<file path="src/rtl/wave_ram_writer_pkg.sv">
// rtl/wave_ram_writer_pkg.sv - shared waveform table parameters and writer state encoding
package wave_ram_writer_pkg;

  // Table geometry shared with the waveform ROM and the pointer generator
  localparam int WAVE_WIDTH = 32;
  localparam int WAVE_DEPTH = 64;
  localparam int WAVE_AW    = 6;

  // Fill controller states
  typedef enum logic [1:0] {
    IDLE = 2'd0,
    FILL = 2'd1,
    FULL = 2'd2
  } state_e;

  // True when a pointer sits on the last address of a power-of-two table
  function automatic logic is_last_addr(input logic [WAVE_AW-1:0] ptr);
    return &ptr;
  endfunction

endpackage

</file>
<file path="src/rtl/wave_ram_writer_if.sv">
// rtl/wave_ram_writer_if.sv - sample stream, status and read port bundle of the waveform RAM writer
interface wave_ram_writer_if
  import wave_ram_writer_pkg::*;
#(
  parameter int WIDTH = WAVE_WIDTH,
  parameter int AW    = WAVE_AW
);

  logic             start;
  logic [WIDTH-1:0] din;
  logic             din_valid;
  logic             din_ready;
  logic             busy;
  logic             done;
  logic [AW:0]      wr_count;
  logic             rd_en;
  logic [AW-1:0]    rd_addr;
  logic [WIDTH-1:0] rd_data;

  // Side that loads the table and reads it back
  modport master (
    output start, din, din_valid, rd_en, rd_addr,
    input  din_ready, busy, done, wr_count, rd_data
  );

  // The writer block itself
  modport slave (
    input  start, din, din_valid, rd_en, rd_addr,
    output din_ready, busy, done, wr_count, rd_data
  );

endinterface

</file>
<file path="src/rtl/wave_ram_writer_ram.sv">
// rtl/wave_ram_writer_ram.sv - simple dual-port read-first table RAM with registered output
module wave_ram
  import wave_ram_writer_pkg::*;
#(
  parameter int WIDTH = WAVE_WIDTH,
  parameter int AW    = WAVE_AW
) (
  input  logic             clk,
  input  logic             rst,
  input  logic             we,
  input  logic [AW-1:0]    waddr,
  input  logic [WIDTH-1:0] wdata,
  input  logic             re,
  input  logic [AW-1:0]    raddr,
  output logic [WIDTH-1:0] rdata
);

  localparam int DEPTH = 1 << AW;

  logic [WIDTH-1:0] mem [DEPTH];
  logic [WIDTH-1:0] rdata_q;

  // Write port; the array has no reset so it maps onto block RAM
  always_ff @(posedge clk) begin
    if (we) begin
      mem[waddr] <= wdata;
    end
  end

  // Registered read port; reading in the same edge as a write returns the old word
  always_ff @(posedge clk or posedge rst) begin
    if (rst) begin
      rdata_q <= '0;
    end else if (re) begin
      rdata_q <= mem[raddr];
    end
  end

  assign rdata = rdata_q;

endmodule

</file>
<file path="src/rtl/wave_ram_writer.sv">
// rtl/wave_ram_writer.sv - run-time loader for the waveform table: fill FSM, write pointer, word count
module wave_ram_writer
  import wave_ram_writer_pkg::*;
#(
  parameter int WIDTH = WAVE_WIDTH,
  parameter int DEPTH = WAVE_DEPTH,
  parameter int AW    = WAVE_AW
) (
  input  logic               clk,
  input  logic               rst,
  wave_ram_writer_if.slave   bus
);

  localparam logic [AW-1:0] PTR_ONE   = AW'(1);
  localparam logic [AW:0]   CNT_ONE   = (AW + 1)'(1);
  localparam logic [AW-1:0] LAST_ADDR = AW'(DEPTH - 1);

  state_e        state_q, state_d;
  logic [AW-1:0] wptr_q, wptr_d;
  logic [AW:0]   wr_count_q, wr_count_d;
  logic          we;

  // State, write pointer and word counter registers
  always_ff @(posedge clk or posedge rst) begin
    if (rst) begin
      state_q    <= IDLE;
      wptr_q     <= '0;
      wr_count_q <= '0;
    end else begin
      state_q    <= state_d;
      wptr_q     <= wptr_d;
      wr_count_q <= wr_count_d;
    end
  end

  // Next-state logic: start always restarts at address 0, and a beat
  // arriving together with start is dropped rather than written
  always_comb begin
    state_d    = state_q;
    wptr_d     = wptr_q;
    wr_count_d = wr_count_q;
    we         = 1'b0;
    case (state_q)
      IDLE: begin
        if (bus.start) begin
          state_d    = FILL;
          wptr_d     = '0;
          wr_count_d = '0;
        end
      end
      FILL: begin
        if (bus.start) begin
          wptr_d     = '0;
          wr_count_d = '0;
        end else if (bus.din_valid) begin
          we         = 1'b1;
          wptr_d     = wptr_q + PTR_ONE;
          wr_count_d = wr_count_q + CNT_ONE;
          if (wptr_q == LAST_ADDR) begin
            state_d = FULL;
          end
        end
      end
      FULL: begin
        if (bus.start) begin
          state_d    = FILL;
          wptr_d     = '0;
          wr_count_d = '0;
        end
      end
      default: begin
        state_d    = IDLE;
        wptr_d     = '0;
        wr_count_d = '0;
      end
    endcase
  end

  // Status outputs decoded straight from the state register
  assign bus.din_ready = (state_q == FILL);
  assign bus.busy      = (state_q == FILL);
  assign bus.done      = (state_q == FULL);
  assign bus.wr_count  = wr_count_q;

  wave_ram #(
    .WIDTH (WIDTH),
    .AW    (AW)
  ) u_ram (
    .clk   (clk),
    .rst   (rst),
    .we    (we),
    .waddr (wptr_q),
    .wdata (bus.din),
    .re    (bus.rd_en),
    .raddr (bus.rd_addr),
    .rdata (bus.rd_data)
  );

endmodule

</file>
<file path="src/flat_wrapper.sv">
// flat-port wrapper written by rule: the top's interface ports become plain ports
module wave_ram_writer_flat import wave_ram_writer_pkg::*;
#(
  parameter int WIDTH = WAVE_WIDTH,
  parameter int DEPTH = WAVE_DEPTH,
  parameter int AW    = WAVE_AW
)
  (clk, rst, bus_start, bus_din, bus_din_valid, bus_rd_en, bus_rd_addr, bus_din_ready, bus_busy, bus_done, bus_wr_count, bus_rd_data);
  wave_ram_writer_if #(.WIDTH(WIDTH), .AW(AW)) bus_i ();
  input  logic clk;
  input  logic rst;
  input wire logic [$bits(bus_i.start)-1:0] bus_start;
  input wire logic [$bits(bus_i.din)-1:0] bus_din;
  input wire logic [$bits(bus_i.din_valid)-1:0] bus_din_valid;
  input wire logic [$bits(bus_i.rd_en)-1:0] bus_rd_en;
  input wire logic [$bits(bus_i.rd_addr)-1:0] bus_rd_addr;
  output wire logic [$bits(bus_i.din_ready)-1:0] bus_din_ready;
  output wire logic [$bits(bus_i.busy)-1:0] bus_busy;
  output wire logic [$bits(bus_i.done)-1:0] bus_done;
  output wire logic [$bits(bus_i.wr_count)-1:0] bus_wr_count;
  output wire logic [$bits(bus_i.rd_data)-1:0] bus_rd_data;
  assign bus_i.start = bus_start;
  assign bus_i.din = bus_din;
  assign bus_i.din_valid = bus_din_valid;
  assign bus_i.rd_en = bus_rd_en;
  assign bus_i.rd_addr = bus_rd_addr;
  assign bus_din_ready = bus_i.din_ready;
  assign bus_busy = bus_i.busy;
  assign bus_done = bus_i.done;
  assign bus_wr_count = bus_i.wr_count;
  assign bus_rd_data = bus_i.rd_data;
  wave_ram_writer #(.WIDTH(WIDTH), .DEPTH(DEPTH), .AW(AW)) u_core (.clk(clk), .rst(rst), .bus(bus_i));
endmodule
</file>
<file path="config.mk">
export PLATFORM = sky130hd
export DESIGN_NAME = wave_ram_writer_flat
export DESIGN_NICKNAME = d
export VERILOG_FILES = /design/src/rtl/wave_ram_writer_pkg.sv /design/src/rtl/wave_ram_writer_if.sv /design/src/rtl/wave_ram_writer_ram.sv /design/src/rtl/wave_ram_writer.sv /design/src/flat_wrapper.sv
export SDC_FILE = /design/constraint.sdc
export NUM_CORES = 2
export LEC_CHECK = 0
export ABC_AREA = 1
export CORE_AREA = 2 2 516 415
export DETAILED_ROUTE_END_ITERATION = 10
export DIE_AREA = 0 0 518 417
export HOLD_SLACK_MARGIN = 0.05
export PLACE_DENSITY_LB_ADDON = 0.15
export REMOVE_ABC_BUFFERS = 1
export SYNTH_ARGS = -nofsm -noshare
export SYNTH_HDL_FRONTEND = slang
export SYNTH_HIERARCHICAL = 1
export SYNTH_SLANG_ARGS = --single-unit
</file>
<file path="constraint.sdc">
create_clock -name clk -period 4.55 [get_ports clk]
set_input_delay 0.91 -clock clk [delete_from_list [all_inputs] [get_ports clk]]
set_output_delay 0.91 -clock clk [all_outputs]
set_load 0.02 [all_outputs]
</file>
==> impl_metrics.py <==
metrics = {
    "run_status": {
        "status": "complete, no violations",
    },
    "place": {
        "dp.final_hpwl_um": 141000,
        "place_congestion": 0.881,
        "count_of_buffers_from_port_buffering": 84,
    },
    "route": {
        "route.vias.total": 54487,
        "top_signal_layer_used": "met4",
        "detail-route-antenna-nets": 0,
        "wl_per_cell_um": 25.9,
        "wirelength_um": 258000,
        "drc_viols": 0,
        "vias_per_cell": 5.48,
        "m1WireLength_um": 119000,
        "drtIter0Drc": 6291,
        "drt_pre_antenna_iters": 5,
        "met2RoutedLength_um": 114000,
        "routed-wl-met3_um": 18400,
    },
    "sta": {
        "totalNegativeSetupSlack_ps": 0,
        "finalMaxSlewViolations": 0,
        "setup_repair_after_global_routing_missed_its_margin": "false",
        "finalHoldWorstSlack_ps": 468,
        "layout_worst_path_cycle_share": 0.702,
        "finalSetupViolCount": 0,
        "relSlewSlack": 0.161,
        "final_hold_viol_count": 0,
        "fmax_mhz": 313,
        "final.min_clock_period_ps": 3200,
        "timing.clock.skew_ps": 33.9,
        "transition_time_at_the_pin_with_the_least_slew_margin_ps": 1260,
    },
    "finish": {
        "drive_above_1_share": 0.0867,
        "final_core_util": 0.454,
        "layout.nets": 6973,
        "syn2layout_area_growth_pct": 13.8,
    },
    "clock_tree": {
        "number_of_buffers_created_by_cts": 210,
        "clock_insertion_delay_worst_skew_ps": 850,
        "htreeDepth": 4,
        "path_clk_slew_ps": 60,
        "numClockSinks": 2095,
        "postCtsHoldBufs": 0,
        "cts_setup_buffers": 0,
        "post_cts_resized": 0,
        "root_buffer": "sky130_fd_sc_hd__clkbuf_16",
        "cts_buffer_depth": 3,
        "cts_tree": "done",
    },
    "yosys": {
        "synth-warning-count": 6,
        "synthTopCellsByArea": "sky130_fd_sc_hd__edfxtp_1 73%, sky130_fd_sc_hd__nand3_1 12%, sky130_fd_sc_hd__nand2_1 9.6%, sky130_fd_sc_hd__buf_2 1.6%, sky130_fd_sc_hd__dfrtp_1 1.4%",
        "simple_logic_cell_fraction_of_the_synthesized_area": 0.222,
        "synth_top_family_by_area": "simple AND/OR/NAND/NOR gates",
        "synth-compound-area-share": 0.00104,
        "synth.mux.area_fraction": 0,
        "postSynthCellCount": 6877,
        "synth_largest_type_area_fraction": 0.732,
        "synth.lib_cells_used.distinct": 29,
        "synth_adder_area_share": 0.000298,
        "synth.yosys.seq_area_share": 0.746,
        "post_synth.cell_area_avg_um2": 12.2,
        "syn_area_um2": 84000,
        "synth_xor_xnor_area_share": 0,
        "synthDominantAreaCellType": "sky130_fd_sc_hd__edfxtp_1",
        "synth-seq-cells": 2095,
    },
    "global_route": {
        "grt_max_degree": 181,
        "grt_antenna_before_repair": 17,
        "grt_usage": 0.235,
        "grt.overflow.total": 0,
        "grt_pass1_vias": 50850,
        "grt_pass1_wl_um": 371000,
    },
    "hold_path": {
        "timing.hold.worst.class": "in -> reg",
    },
    "power_and_ir_drop": {
        "p_total_uw": 41500,
        "power.leakage_uw": 0.0331,
        "ir_drop_v": 0.000367,
        "power-per-cell-area_nw_per_um2": 434,
    },
    "floorplan": {
        "row_count": 151,
        "die_x_um": 518,
        "boundaryPins": 85,
        "design.die.area_um2": 216000,
        "floorplan.initialDensity": 0.399,
        "coreArea_um2": 211000,
        "floorplan.die.height_um": 417,
    },
    "flow_run": {
        "max_cap_violations": 0,
    },
    "setup_path": {
        "critical_path_capture_point_type": "register",
        "critPathRequiredTime_ps": 5040,
        "crit_path_class": "in -> reg",
        "startpoint_type": "input pin",
        "worst_path_fanout_max": 23,
        "worst_ep_arrival_time_ps": 3690,
    },
}
## power breakdown
| group | switching [uW] | internal (uW) |
|---|---|---|
| Clock | 7490 | 9480 |
| Sequential | 168 | 21400 |
| Combinational | 2220 | 724 |
| Total | 9880 | 31600 |
## cells in the mapped netlist
master / n
sky130_fd_sc_hd__nor2_4: 1
sky130_fd_sc_hd__nand2_2: 3
sky130_fd_sc_hd__o21ai_1: 1
sky130_fd_sc_hd__buf_4: 26
sky130_fd_sc_hd__o21ai_2: 1
sky130_fd_sc_hd__ha_1: 2
sky130_fd_sc_hd__inv_4: 1
sky130_fd_sc_hd__dfrtp_1: 47
sky130_fd_sc_hd__buf_2: 274
sky130_fd_sc_hd__buf_6: 32
sky130_fd_sc_hd__a21oi_2: 1
sky130_fd_sc_hd__nor4_1: 8
sky130_fd_sc_hd__nor2_2: 1
sky130_fd_sc_hd__nor2_1: 69
sky130_fd_sc_hd__o21ai_0: 2
sky130_fd_sc_hd__inv_2: 4
sky130_fd_sc_hd__nand2_4: 1
sky130_fd_sc_hd__nand4_1: 12
sky130_fd_sc_hd__nor3_4: 1
sky130_fd_sc_hd__inv_1: 31
sky130_fd_sc_hd__buf_1: 45
sky130_fd_sc_hd__buf_8: 3
sky130_fd_sc_hd__nand3_4: 1
sky130_fd_sc_hd__o21bai_1: 2
sky130_fd_sc_hd__edfxtp_1: 2048
sky130_fd_sc_hd__clkbuf_1: 78
sky130_fd_sc_hd__nand3_1: 2032
sky130_fd_sc_hd__a21oi_1: 8
sky130_fd_sc_hd__nand2_1: 2142
## cells by family (layout without fill, tap and decap cells)
logic type,Yosys count,count (layout)
flip-flops,2095,2095
adder cells (fa/ha/maj),2,2
buffers and inverters,494,724
AO/OA/AOI/OAI,15,15
other,0,10
AND/OR/NAND/NOR,4271,4271
## worst paths after layout
path	from	end	slack (ps)	cells after the start
worst max-delay path	bus_start	u_core/u_ram/mem[48][15]	1350	7
worst min-delay path	bus_din[22]	u_core/u_ram/mem[6][22]	470	1
worst max register to register	u_core/state_q[1]	u_core/u_ram/mem[48][15]	1420	6
worst min register to register	u_core/u_ram/rdata[18]	u_core/u_ram/rdata[18]	490	2
max in group asynchronous	rst	u_core/u_ram/rdata[20]	3100	3
min in group asynchronous	rst	u_core/u_ram/rdata[9]	780	2
## cells in the final DEF, fill, tap and decap left out, types with 2 or more instances in the layout
cell	Yosys	final
sky130_fd_sc_hd__buf_8	3	3
sky130_fd_sc_hd__nand3_1	2032	2032
sky130_fd_sc_hd__nand4_1	12	12
sky130_fd_sc_hd__nand2_1	2142	2142
sky130_fd_sc_hd__clkdlybuf4s50_1	0	45
sky130_fd_sc_hd__clkinv_8	0	4
sky130_fd_sc_hd__inv_2	4	2
sky130_fd_sc_hd__nor4_2	0	8
sky130_fd_sc_hd__buf_2	274	25
sky130_fd_sc_hd__nor2_4	1	57
sky130_fd_sc_hd__inv_6	0	5
sky130_fd_sc_hd__buf_4	26	145
sky130_fd_sc_hd__dfrtp_1	47	47
sky130_fd_sc_hd__ha_1	2	2
sky130_fd_sc_hd__clkinv_16	0	4
sky130_fd_sc_hd__clkbuf_1	78	58
sky130_fd_sc_hd__o21ai_0	2	2
sky130_fd_sc_hd__clkinv_2	0	32
sky130_fd_sc_hd__diode_2	0	10
sky130_fd_sc_hd__buf_12	0	78
sky130_fd_sc_hd__clkinvlp_4	0	6
sky130_fd_sc_hd__bufinv_16	0	14
sky130_fd_sc_hd__nor2_1	69	13
sky130_fd_sc_hd__edfxtp_1	2048	2048
sky130_fd_sc_hd__clkbuf_8	0	4
sky130_fd_sc_hd__inv_16	0	3
sky130_fd_sc_hd__inv_1	31	28
sky130_fd_sc_hd__a21oi_1	8	8
sky130_fd_sc_hd__inv_8	0	2
sky130_fd_sc_hd__clkbuf_16	0	213
sky130_fd_sc_hd__nand2_2	3	3
sky130_fd_sc_hd__clkinv_1	0	51
sky130_fd_sc_hd__o21bai_1	2	2
## cell type report
| cell class | count | area [um2] |
|---|---|---|
| clock buffers | 275 | 5600 |
| flip-flops and latches | 2095 | 62700 |
| diodes | 10 | 25.0 |
| inverters | 36 | 173 |
| multi-input cells | 4288 | 19300 |
| repair buffers | 297 | 3280 |
| fillers | 19145 | 115000 |
| clock inverters | 116 | 1080 |
| well taps | 2830 | 3540 |
## per-layer routing
metal  vias up  global-route usage
met5         -                   0
met4         0              0.0656
met3       351              0.0424
met2      1923               0.348
met1     27497               0.353
li1      24716                   -
## flip-flops by register name, summed over array words and instances, names as in the netlist
name	flops
u_core/bus.wr_count	7
u_core/state_q	2
u_core/u_ram/mem	2048
u_core/u_ram/rdata	32
u_core/wptr_q	6
## worst max-delay path, stage by stage
cell                              delay, ps
sky130_fd_sc_hd__clkdlybuf4s50_1        530
sky130_fd_sc_hd__inv_2                  170
sky130_fd_sc_hd__nand2_1                100
sky130_fd_sc_hd__nor2_2                 500
sky130_fd_sc_hd__nand4_1                600
sky130_fd_sc_hd__nor4_2                 430
sky130_fd_sc_hd__buf_4                  410
## stage by stage
stage	cell area [um2]	cells	setup slack, ps
5_1_grt	95600	9938	1220
2_1_floorplan	81600	6419	-1910
3_5_place_dp	88900	9546	470
6_report	95600	9947	1350
3_3_place_gp	88900	9546	582
4_1_cts	95600	9937	1360
(Power assumes the default switching activity.)
